==> config.mk <==
export PLATFORM = sky130hd
export DESIGN_NAME = ysyx_23060236_lsu
export DESIGN_NICKNAME = d
export VERILOG_FILES = /design/src/rtl/ysyx_23060236_lsu.sv
export SDC_FILE = /design/constraint.sdc
export NUM_CORES = 1
export LEC_CHECK = 0
export ABC_AREA = 1
export CAP_MARGIN = 40
export CORE_MARGIN = 4
export CORE_UTILIZATION = 45
export CTS_BUF_LIST = sky130_fd_sc_hd__clkbuf_8
export DETAILED_ROUTE_END_ITERATION = 8
export PLACE_DENSITY_LB_ADDON = 0.05
export RECOVER_POWER = 100
export REMOVE_ABC_BUFFERS = 1
export SYNTH_ARGS = -nofsm -noshare
export SYNTH_HDL_FRONTEND = slang
export SYNTH_SLANG_ARGS = --single-unit
==> constraint.sdc <==
create_clock -name clock -period 1.8 [get_ports clock]
set_clock_uncertainty 0.2 [all_clocks]
set_input_delay 0.45 -clock clock [delete_from_list [all_inputs] [get_ports clock]]
set_output_delay 0.45 -clock clock [all_outputs]
set_load 0.005 [all_outputs]
==> src/rtl/ysyx_23060236_lsu.sv <==
// Memory-access stage: one instruction in flight, optional load/store over a simplified AXI4-Lite master.
// Optional misaligned-access trap: define YSYX_23060236_LSU_MISALIGN_CHECK_EN.
module ysyx_23060236_lsu #(
  parameter int ADDR_W = 32,
  parameter int DATA_W = 32
) (
  input  logic              clock,
  input  logic              reset,
  input  logic              lsu_in_valid,
  input  logic              lsu_ren,
  input  logic              lsu_wen,
  input  logic [ADDR_W-1:0] val,
  input  logic [DATA_W-1:0] src2,
  input  logic [2:0]        funct3,
  input  logic [4:0]        rd,
  input  logic              reg_wen,
  output logic              lsu_over,
  output logic              wb_valid,
  output logic [4:0]        wb_rd,
  output logic              wb_wen,
  output logic [DATA_W-1:0] wb_data,
  output logic [ADDR_W-1:0] araddr,
  output logic              arvalid,
  input  logic              arready,
  input  logic [DATA_W-1:0] rdata,
  input  logic [1:0]        rresp,
  input  logic              rvalid,
  output logic              rready,
  output logic [ADDR_W-1:0] awaddr,
  output logic              awvalid,
  input  logic              awready,
  output logic [DATA_W-1:0] wdata,
  output logic [3:0]        wstrb,
  output logic              wvalid,
  input  logic              wready,
  input  logic [1:0]        bresp,
  input  logic              bvalid,
  output logic              bready
`ifdef YSYX_23060236_LSU_MISALIGN_CHECK_EN
  ,
  output logic              lsu_misalign
`endif
);

  typedef enum logic [2:0] {IDLE, RADDR, RDATA, WRITE, BRESP, DONE} state_t;
  state_t state, state_nxt;

  logic [ADDR_W-1:0] addr_q;
  logic [DATA_W-1:0] wdata_q;
  logic [3:0]        wstrb_q;
  logic [2:0]        f3_q;
  logic [4:0]        rd_q;
  logic              wen_q;
  logic              aw_done, w_done;
  logic              mis_in;
  logic [3:0]        strb_in;
  logic [DATA_W-1:0] ld_word, ld_data;
  logic              unused_resp;

  assign unused_resp = ^{rresp, bresp};

`ifdef YSYX_23060236_LSU_MISALIGN_CHECK_EN
  logic mis_q;
  assign mis_in = (lsu_ren | lsu_wen) &
                  (((funct3[1:0] == 2'b01) & val[0]) | ((funct3[1:0] == 2'b10) & (|val[1:0])));
`else
  assign mis_in = 1'b0;
`endif

  always_comb begin
    case (funct3)
      3'b000:  strb_in = 4'b0001 << val[1:0];
      3'b001:  strb_in = 4'b0011 << val[1:0];
      default: strb_in = 4'b1111;
    endcase
  end

  // Load data: bring the addressed byte lane down to bit 0, then extend.
  assign ld_word = rdata >> {addr_q[1:0], 3'b000};
  always_comb begin
    case (f3_q)
      3'b000:  ld_data = {{(DATA_W-8){ld_word[7]}}, ld_word[7:0]};
      3'b001:  ld_data = {{(DATA_W-16){ld_word[15]}}, ld_word[15:0]};
      3'b100:  ld_data = {{(DATA_W-8){1'b0}}, ld_word[7:0]};
      3'b101:  ld_data = {{(DATA_W-16){1'b0}}, ld_word[15:0]};
      default: ld_data = ld_word;
    endcase
  end

  always_ff @(posedge clock) begin
    if (reset) state <= IDLE;
    else       state <= state_nxt;
  end

  always_comb begin
    state_nxt = state;
    case (state)
      IDLE: if (lsu_in_valid) begin
        if (mis_in)       state_nxt = DONE;
        else if (lsu_ren) state_nxt = RADDR;
        else if (lsu_wen) state_nxt = WRITE;
        else              state_nxt = DONE;
      end
      RADDR: if (arready) state_nxt = RDATA;
      RDATA: if (rvalid)  state_nxt = DONE;
      WRITE: if ((aw_done | awready) & (w_done | wready)) state_nxt = BRESP;
      BRESP: if (bvalid)  state_nxt = DONE;
      DONE:  state_nxt = IDLE;
      default: state_nxt = IDLE;
    endcase
  end

  always_comb begin
    arvalid  = (state == RADDR);
    rready   = (state == RDATA);
    awvalid  = (state == WRITE) & ~aw_done;
    wvalid   = (state == WRITE) & ~w_done;
    bready   = (state == BRESP);
    lsu_over = (state == DONE);
    wb_valid = (state == DONE);
`ifdef YSYX_23060236_LSU_MISALIGN_CHECK_EN
    lsu_misalign = (state == DONE) & mis_q;
`endif
  end

  assign araddr = addr_q;
  assign awaddr = addr_q;
  assign wdata  = wdata_q;
  assign wstrb  = wstrb_q;

  always_ff @(posedge clock) begin
    if (reset) begin
      addr_q  <= '0;
      wdata_q <= '0;
      wstrb_q <= '0;
      f3_q    <= '0;
      rd_q    <= '0;
      wen_q   <= 1'b0;
      aw_done <= 1'b0;
      w_done  <= 1'b0;
      wb_rd   <= '0;
      wb_wen  <= 1'b0;
      wb_data <= '0;
`ifdef YSYX_23060236_LSU_MISALIGN_CHECK_EN
      mis_q   <= 1'b0;
`endif
    end else begin
      case (state)
        IDLE: if (lsu_in_valid) begin
          addr_q  <= val;
          wdata_q <= src2 << {val[1:0], 3'b000};
          wstrb_q <= strb_in;
          f3_q    <= funct3;
          rd_q    <= rd;
          wen_q   <= reg_wen;
          aw_done <= 1'b0;
          w_done  <= 1'b0;
`ifdef YSYX_23060236_LSU_MISALIGN_CHECK_EN
          mis_q   <= mis_in;
`endif
          // Ops that skip the bus publish their record straight away.
          if (mis_in | ~(lsu_ren | lsu_wen)) begin
            wb_rd   <= rd;
            wb_wen  <= reg_wen & ~mis_in;
            wb_data <= val;
          end
        end
        RDATA: if (rvalid) begin
          wb_rd   <= rd_q;
          wb_wen  <= wen_q;
          wb_data <= ld_data;
        end
        WRITE: begin
          if (awvalid & awready) aw_done <= 1'b1;
          if (wvalid & wready)   w_done  <= 1'b1;
        end
        BRESP: if (bvalid) begin
          wb_rd   <= rd_q;
          wb_wen  <= 1'b0;
          wb_data <= addr_q;
        end
        default: ;
      endcase
    end
  end

endmodule
### Yosys cells after proc, flatten, opt, wreduce, memory -nomap -nowiden

Index checks and enable logic that the tools add are counted.

| storage, ports and cells | value |
|---|---|
| flip-flop bits (word level) | 120 |
| bits in latches | 0 |
| RAM bits | 0 |
| bits in read-only memories | 0 |
| output and inout port bits | 145 |
| memories kept | 0 |

| operators by class | value |
|---|---|
| add/subtract/negate cells | 0 |
| multiply operators | 0 |
| div/mod/pow operators | 0 |
| magnitude comparators | 0 |
| equality and inequality tests | 17 |
| shift operators | 4 |
| mux-type cells | 30 |
| bitwise gates (word level) | 10 |
| reduce and logical (&&, ||, !) cells | 10 |

Operators by type and width:

| cell | number |
|---|---|
| two-way mux 32 bit | 4 |
| case mux 32 bit (4 select lines) | 1 |
| case mux 32 bit (3 select lines) | 1 |
| << shifter 32 x 5 -> 32 bit | 1 |
| right shift 32 x 5 -> 32 bit | 1 |
| two-way mux 3 bit | 7 |
| two-way mux 5 bit | 4 |
| case mux 3 bit (5 select lines) | 1 |
| case mux 5 bit (3 select lines) | 1 |
| equality test 3 bit (second input constant) | 4 |
| != test 2 bit (second input constant) | 5 |
| AND reduction 5 bit | 2 |
| equality test 3 x 1 -> 1 bit (second input constant) | 3 |
| zero test 3 bit | 3 |
| case mux 4 bit (2 select lines) | 1 |
| two-way mux 1 bit | 7 |
| equality test 3 x 2 -> 1 bit (second input constant) | 2 |
| != test 2 x 1 -> 1 bit (second input constant) | 3 |
| AND reduction 3 bit | 2 |
| bitwise AND 1 bit | 5 |
| case mux 1 bit (2 select lines) | 2 |
| << shifter 1 x 2 -> 4 bit (first input constant) | 1 |
| << shifter 2 x 2 -> 4 bit (first input constant) | 1 |
| OR 1 bit | 3 |
| 5 further kinds | 6 |

### Longest topological paths before layout

Gate-level depths: netlist (run 1).

| logic depth | value |
|---|---|
| depth in word-level cells | 5 |
| gate-level depth with buffers | 11 |
| depth with buffers taken out | 9 |

### Worst setup path before layout (run 1)

OpenSTA, ideal clock, no wires.

| path | value |
|---|---|
| kind | input port to flip-flop |
| start point | input port reset |
| end point | register wstrb_q[0], in the netlist wstrb[0] |
| library setup time | 0.064 ns |
| data arrival time | 1.419 ns |
| setup slack | 0.117 ns |
| cell stages on the path | 6 |
| buffers on the path | 3 |
| path through | buf_2 inv_1 clkbuf_1 clkbuf_1 o21ai_0 nor2_1 |

RTL lines:

| item | RTL line | RTL |
|---|---|---|
| from (decl) | 8 | `input logic reset,` |
| to (signal assigned) | 152 | `wstrb_q <= strb_in;` |
| to (decl) | 50 | `logic [3:0] wstrb_q;` |

### Worst setup path after layout (run 1)

| path | value |
|---|---|
| start point | register state[1] |
| end point | output port bready |

| between the ends | value |
|---|---|
| longest elaborated chain between the ends | 1 |

RTL lines:

| item | RTL line | RTL |
|---|---|---|
| from (decl) | 46 | `state_t state, state_nxt;` |
| from (signal assigned) | 92 | `else state <= state_nxt;` |
| equality test 3 bit | 118 | `bready = (state == BRESP);` |
| to (decl) | 38 | `output logic bready` |

Every way passes these cells.

==> results.json, run 1 <==
{
  "fin_util": 0.783,
  "placed_area_um2": 9550,
  "powerDensity_nw_per_um2": 1540,
  "cts_buffer_depth": 2,
  "p_seq_frac": 0.231,
  "critical-path-max-stage-delay_ps": 340,
  "violations": "setup timing",
  "hpwlAfterDp_mm": 16.5,
  "p_sw_mw": 7.01,
  "min_period_over_period": 1.13,
  "htree_num_levels": 4,
  "cp_max_fo": 3,
  "tightestPinTransition_ps": 392,
  "crit_top_cell": "buf_6",
  "wire_per_inst_um": 18.2,
  "stdcell_area_um2": 11000,
  "syn_avg_cell_area_um2": 6.70,
  "grt_max_degree": 36,
  "cp_data_required_time_ps": 1150,
  "synth-seq-cells": 120,
  "grt_pass1_wl_mm": 38.8,
  "wirelength_mm": 27.2,
  "yosysUniqueCellTypes": 32,
  "ant_nets": 0,
  "final_hold_viol_count": 0,
  "cpLargestDelayFamily": "buffers and inverters",
  "drcViolationCount": 0,
  "grt_usage": 0.296,
  "p_leak_nw": 5.33,
  "dieArea_um2": 16500,
  "syn_area_um2": 6550,
  "crit_buf_inv": 4,
  "final_cell_mix": "nand2_1, dlygate4sd2_1, dfxtp_1, clkdlybuf4s50_1, nand3_1",
  "maxCapViolCount": 0,
  "drive_gt1_frac": 0.210,
  "cts_root_buf": "clkbuf_8",
  "n_antenna_cell": 0,
  "syn_to_final_growth_pct": 67.9,
  "final.setup.worst_slack_ps": -233,
  "slowest_stage": "dfxtp_2",
  "critPathLaunchType": "register",
  "grt_pass1_vias": 7432,
  "yosysWarnings": 0,
  "chipWidth_um": 129,
  "dr.pass1.iters": 5,
  "row_count": 43,
  "internal_power_mw": 9.98,
  "core_region_area_um2": 14000,
  "crit_path_cell_trace": "buf_6 -> buf_12 -> nor2_8 -> nand2_4 -> inv_4 -> buf_6",
  "hp-class": "reg2reg",
  "setup_viol": 126,
  "io_pins": 264,
  "overflow": 0,
  "start_util": 0.466,
  "outcome": "finished with violations",
  "nets": 1415,
  "slew_headroom": 0.738,
  "p_comb_frac": 0.614,
  "p_sw_frac": 0.412,
  "drt_iter0_markers": 759,
  "vias": 8074,
  "clk_latency_ps": 460,
  "critical_path_arrival_ps": 1380,
  "gp_congestion": 0.861,
  "numCtsBuffers": 17,
  "clock.fmax_mhz": 492,
  "fin_hold_ws_ps": 267,
  "path_clk_slew_ps": 80,
  "peakVddDrop_v": 0.000953,
  "synth_cells": 978,
  "final_common_cell": "nand2_1",
  "slew_violations": 0,
  "clockPowerShare": 0.155,
  "antenna_found_initial": 0,
  "seq_area_frac_synth": 0.367,
  "numPortBuffers": 259,
  "cts.sinks": 120,
  "tritoncts": "yes",
  "crit_path_end_kind": "primary output",
  "fin_crit_ps": 2030,
  "crit_type": "reg2out",
  "grt_setup_unrepaired": "yes",
  "die_h_um": 129,
  "viasPerCell": 5.42
}
-- what timing repair did --
action,4_1_cts,5_1_grt
gates cloned,7,11
pin swaps,31,40
resized for setup,278,89
hold buffers,0,0
setup endpoints to repair,191,136
buffers inserted,45,14
endpoints found under the hold margin,0,0
-- synthesized netlist by cell type, drive strengths merged --
cell type  count  area, um2
nand2        241        927
dfxtp        120       2400
nand3        111        603
inv           86        325
nor2          83        365
buf           82        532
a21oi         79        395
o21ai         78        390
o22ai         35        219
clkbuf        20       75.1
o21bai        17        128
o31ai          8       60.1
a22oi          7       52.6
o211ai         3       22.5
nand4          2       12.5
nor3           2       10.0
a211oi         1       12.5
a31oi          1       6.26
and2           1       6.26
clkinv         1       3.75
-- cell type report --
type                       instances  area (um2)
clock buffer                      18         248
clock inverter                    14         174
fill                            1080        3050
inverter                          87         350
multi-input combinational        670        3510
sequential                       120        2410
tap                              180         225
timing repair buffer             400        4080
-- state kept, by name (all words and copies together), names as in the netlist --
register,flops
wb_rd,5
f3_q,3
w_done,1
araddr,32
state,3
rd_q,5
wstrb,4
wen_q,1
wb_wen,1
aw_done,1
wb_data,32
wdata,32
-- final timing paths --
| kind | start | endpoint | slack, ps | cells past startpoint |
|---|---|---|---|---|
| max | state[1] | bready | -230 | 6 |
| min | wdata[3] | wdata[3] | 270 | 2 |
| min reg2reg | wdata[3] | wdata[3] | 270 | 2 |
| max reg2reg | state[1] | state[1] | -230 | 14 |
-- power by group through the flow --
stage	Clock, mW	Sequential (mW)	Combinational (mW)
after global placement	0	3.97	7.88
final	2.63	3.93	10.4
after CTS	2.64	3.94	9.15
after global routing	2.76	4.01	11.1
after floorplan	0	4.10	3.29
after detailed placement	0	3.99	7.95
-- through the flow --
stage               setup WS, ps  setup TNS (ps)  cells  power, mW
floorplan                  -1260          -73290    876       7.39
global placement            -316          -24170   1387       11.9
detailed placement          -324          -25870   1387       11.9
CTS                         -224           -7600   1470       15.7
global route                -301          -23670   1489       17.9
finish                      -233          -15200   1489       17.0
-- cells by family after synthesis --
logic type,count (synthesis),synth area share
AND/OR/NAND/NOR,440,0.294
AO/OA/AOI/OAI,229,0.196
buffers and inverters,189,0.143
flip-flops,120,0.367
-- worst min-delay path, stage by stage (launching register included) --
cell     delay (ps)
dfxtp_1         310
nand2_1          60
a21oi_1          60
-- layer usage --
layer | part of all wire | GRT usage
met2 | 0.48 | 0.502
met5 | 0 | 0
met3 | 0.096 | 0.0797
met4 | 0.028 | 0.0926
met1 | 0.40 | 0.368
Power figures use the tool's default switching activity.
==> run 2, diff against run 1 <==
clock period = 2.16 ns   (was 1.8 ns; I/O delays follow)
==> run 2 against run 1 <==
  * The flow now finishes without violations
  * Via count down 10%
  * Routed wire length down 18%
  * Combinational power down 38%
  * Setup slack better by 300 ps
  * Critical path depth down 5
  * Utilization down 8.4 points
  * Count of clock-buffer cells in the layout up 3
  * Power down 29%
  * First-iteration DRC count down 38%
  * Final cell count down 6.1%
==> results.json, run 2 (synthesis results as in run 1) <==
{
  "hold_depth": 2,
  "p_comb_frac": 0.530,
  "crit_buf_inv": 1,
  "grt_setup_unrepaired": "yes",
  "grt_usage": 0.266,
  "drive_gt1_frac": 0.104,
  "cp_data_required_time_ps": 1420,
  "gp_congestion": 0.898,
  "wirelength_mm": 22.3,
  "vias": 7237,
  "slowest_stage": "clkdlybuf4s50_1",
  "r2r_slack_ps": 170,
  "slew_headroom": 0.698,
  "cts_hold_buf": 0,
  "rr_startpoint": "state[1]",
  "clockPowerShare": 0.197,
  "critical_path_arrival_ps": 1360,
  "overflow": 0,
  "critPathLaunchType": "register",
  "row_count": 43,
  "grt_max_degree": 44,
  "dr.pass1.iters": 5,
  "drcViolationCount": 0,
  "io_pins": 264,
  "min_from": "wdata[0]",
  "cts_buffer_depth": 2,
  "gr-usage-met1": 0.340,
  "min_period_over_period": 0.970,
  "cp.depth": 1,
  "p_seq_frac": 0.273,
  "cts.sinks": 120,
  "hpwlAfterDp_mm": 15.9,
  "numPortBuffers": 259,
  "chipWidth_um": 129,
  "powerDensity_nw_per_um2": 1230,
  "crit_path_cell_trace": "clkdlybuf4s50_1",
  "r2r_cells": 10,
  "total_power_mw": 12.1,
  "grt.busiest_layer": "met2",
  "clock.fmax_mhz": 477,
  "syn_to_final_growth_pct": 49.8,
  "met3_usage": 0.0793,
  "internal_power_mw": 7.42,
  "numCtsBuffers": 17,
  "slew_violations": 0,
  "critical-path-max-stage-delay_ps": 530,
  "p_leak_nw": 4.15,
  "cts_root_buf": "clkbuf_8",
  "setup_viol": 0,
  "grt_pass1_vias": 6792,
  "viasPerCell": 5.18,
  "nets": 1325,
  "final_common_cell": "clkdlybuf4s50_1",
  "pre_cts_slack_ps": -92.9,
  "crit_path_end_kind": "primary output",
  "die_h_um": 129,
  "finalSetupTns_ps": 0,
  "drt_iter0_markers": 470,
  "final_hold_viol_count": 0,
  "tritoncts": "yes",
  "crit_start": "araddr[4]",
  "ant_nets": 0,
  "rr_endpoint": "wstrb[0]",
  "clk_latency_ps": 450,
  "p_sw_frac": 0.386,
  "dieArea_um2": 16500,
  "fin_crit_ps": 2100,
  "antenna_found_initial": 0,
  "crit_type": "reg2out",
  "min_to": "wdata[0]",
  "hp-class": "reg2reg",
  "placed_area_um2": 9310,
  "start_util": 0.466,
  "peakVddDrop_v": 0.000718,
  "outcome": "finished, final reports clean",
  "final_cell_mix": "clkdlybuf4s50_1, nand2_1, nand3_1, dfxtp_1",
  "stdcell_area_um2": 9810,
  "core_region_area_um2": 14000,
  "wire_per_inst_um": 15.9,
  "final.setup.worst_slack_ps": 64.3,
  "htree_num_levels": 4,
  "n_antenna_cell": 0,
  "use_met2": 0.435,
  "p_sw_mw": 4.67,
  "cp_max_fo": 4,
  "tightestPinTransition_ps": 453,
  "path_clk_slew_ps": 70,
  "maxCapViolCount": 0,
  "grt_pass1_wl_mm": 34.9,
  "cpLargestDelayFamily": "buffers and inverters"
}
[run 2: changes by cell type in the layout (fill, tap and decap cells not counted), sizes merged, moves of 4 or more]
cell,change
clkinvlp,-5
clkdlybuf4s15,-4
dlygate4sd2,-123
buf,-84
clkdlybuf4s50,+138
clkbuf,-11
[run 2: final cells by class]
cell class                 instances  area [um2]
tap                              180         225
timing repair buffer             311        3130
inverter                          87         334
clock inverter                    10         175
sequential                       120        2430
multi-input combinational        669        3230
clock buffer                      21         289
fill                            1253        4230
[run 2: metal layers]
metal / routed length (um) / part of all wire
met2: 10400 / 0.47
met5: 0 / 0
met4: 374 / 0.017
met1: 9410 / 0.42
met3: 2050 / 0.092
[run 2: metrics by stage]
step,utilization,instances,hold WS [ps]
CTS,0.698,1399,266
floorplan,-,876,244
global route,0.699,1398,281
finish,0.699,1398,265
global placement,0.663,1365,251
detailed placement,0.663,1365,255
[run 2: worst max-delay path by stage]
stage                             end  slack (ps)
after floorplan             wdata[15]        -990
after global placement    wb_data[12]         -60
after detailed placement  wb_data[17]         -90
after CTS                      bready          -6
after global routing         lsu_over         -40
final                       araddr[4]          60
[run 2: timing repair]
| item | in CTS | in global routing |
|---|---|---|
| setup endpoints to repair | 12 | 28 |
| setup buffers | 3 | 0 |
| pin swaps | 0 | 1 |
| gates resized for setup | 31 | 18 |
[run 2: power groups by stage]
stage	Combinational, mW	Clock [mW]	Sequential, mW
5_1_grt	7.05	2.53	3.38
2_1_floorplan	2.74	0	3.41
3_5_place_dp	6.34	0	3.33
4_1_cts	6.44	2.42	3.28
6_report	6.41	2.39	3.30
3_3_place_gp	6.28	0	3.30
==> run 3, diff against run 2 <==
HOLD_SLACK_MARGIN = 0.02   (was not set)
==> results of run 3 <==
Same layout as run 2: the final DEF is identical, and so are final timing and power.
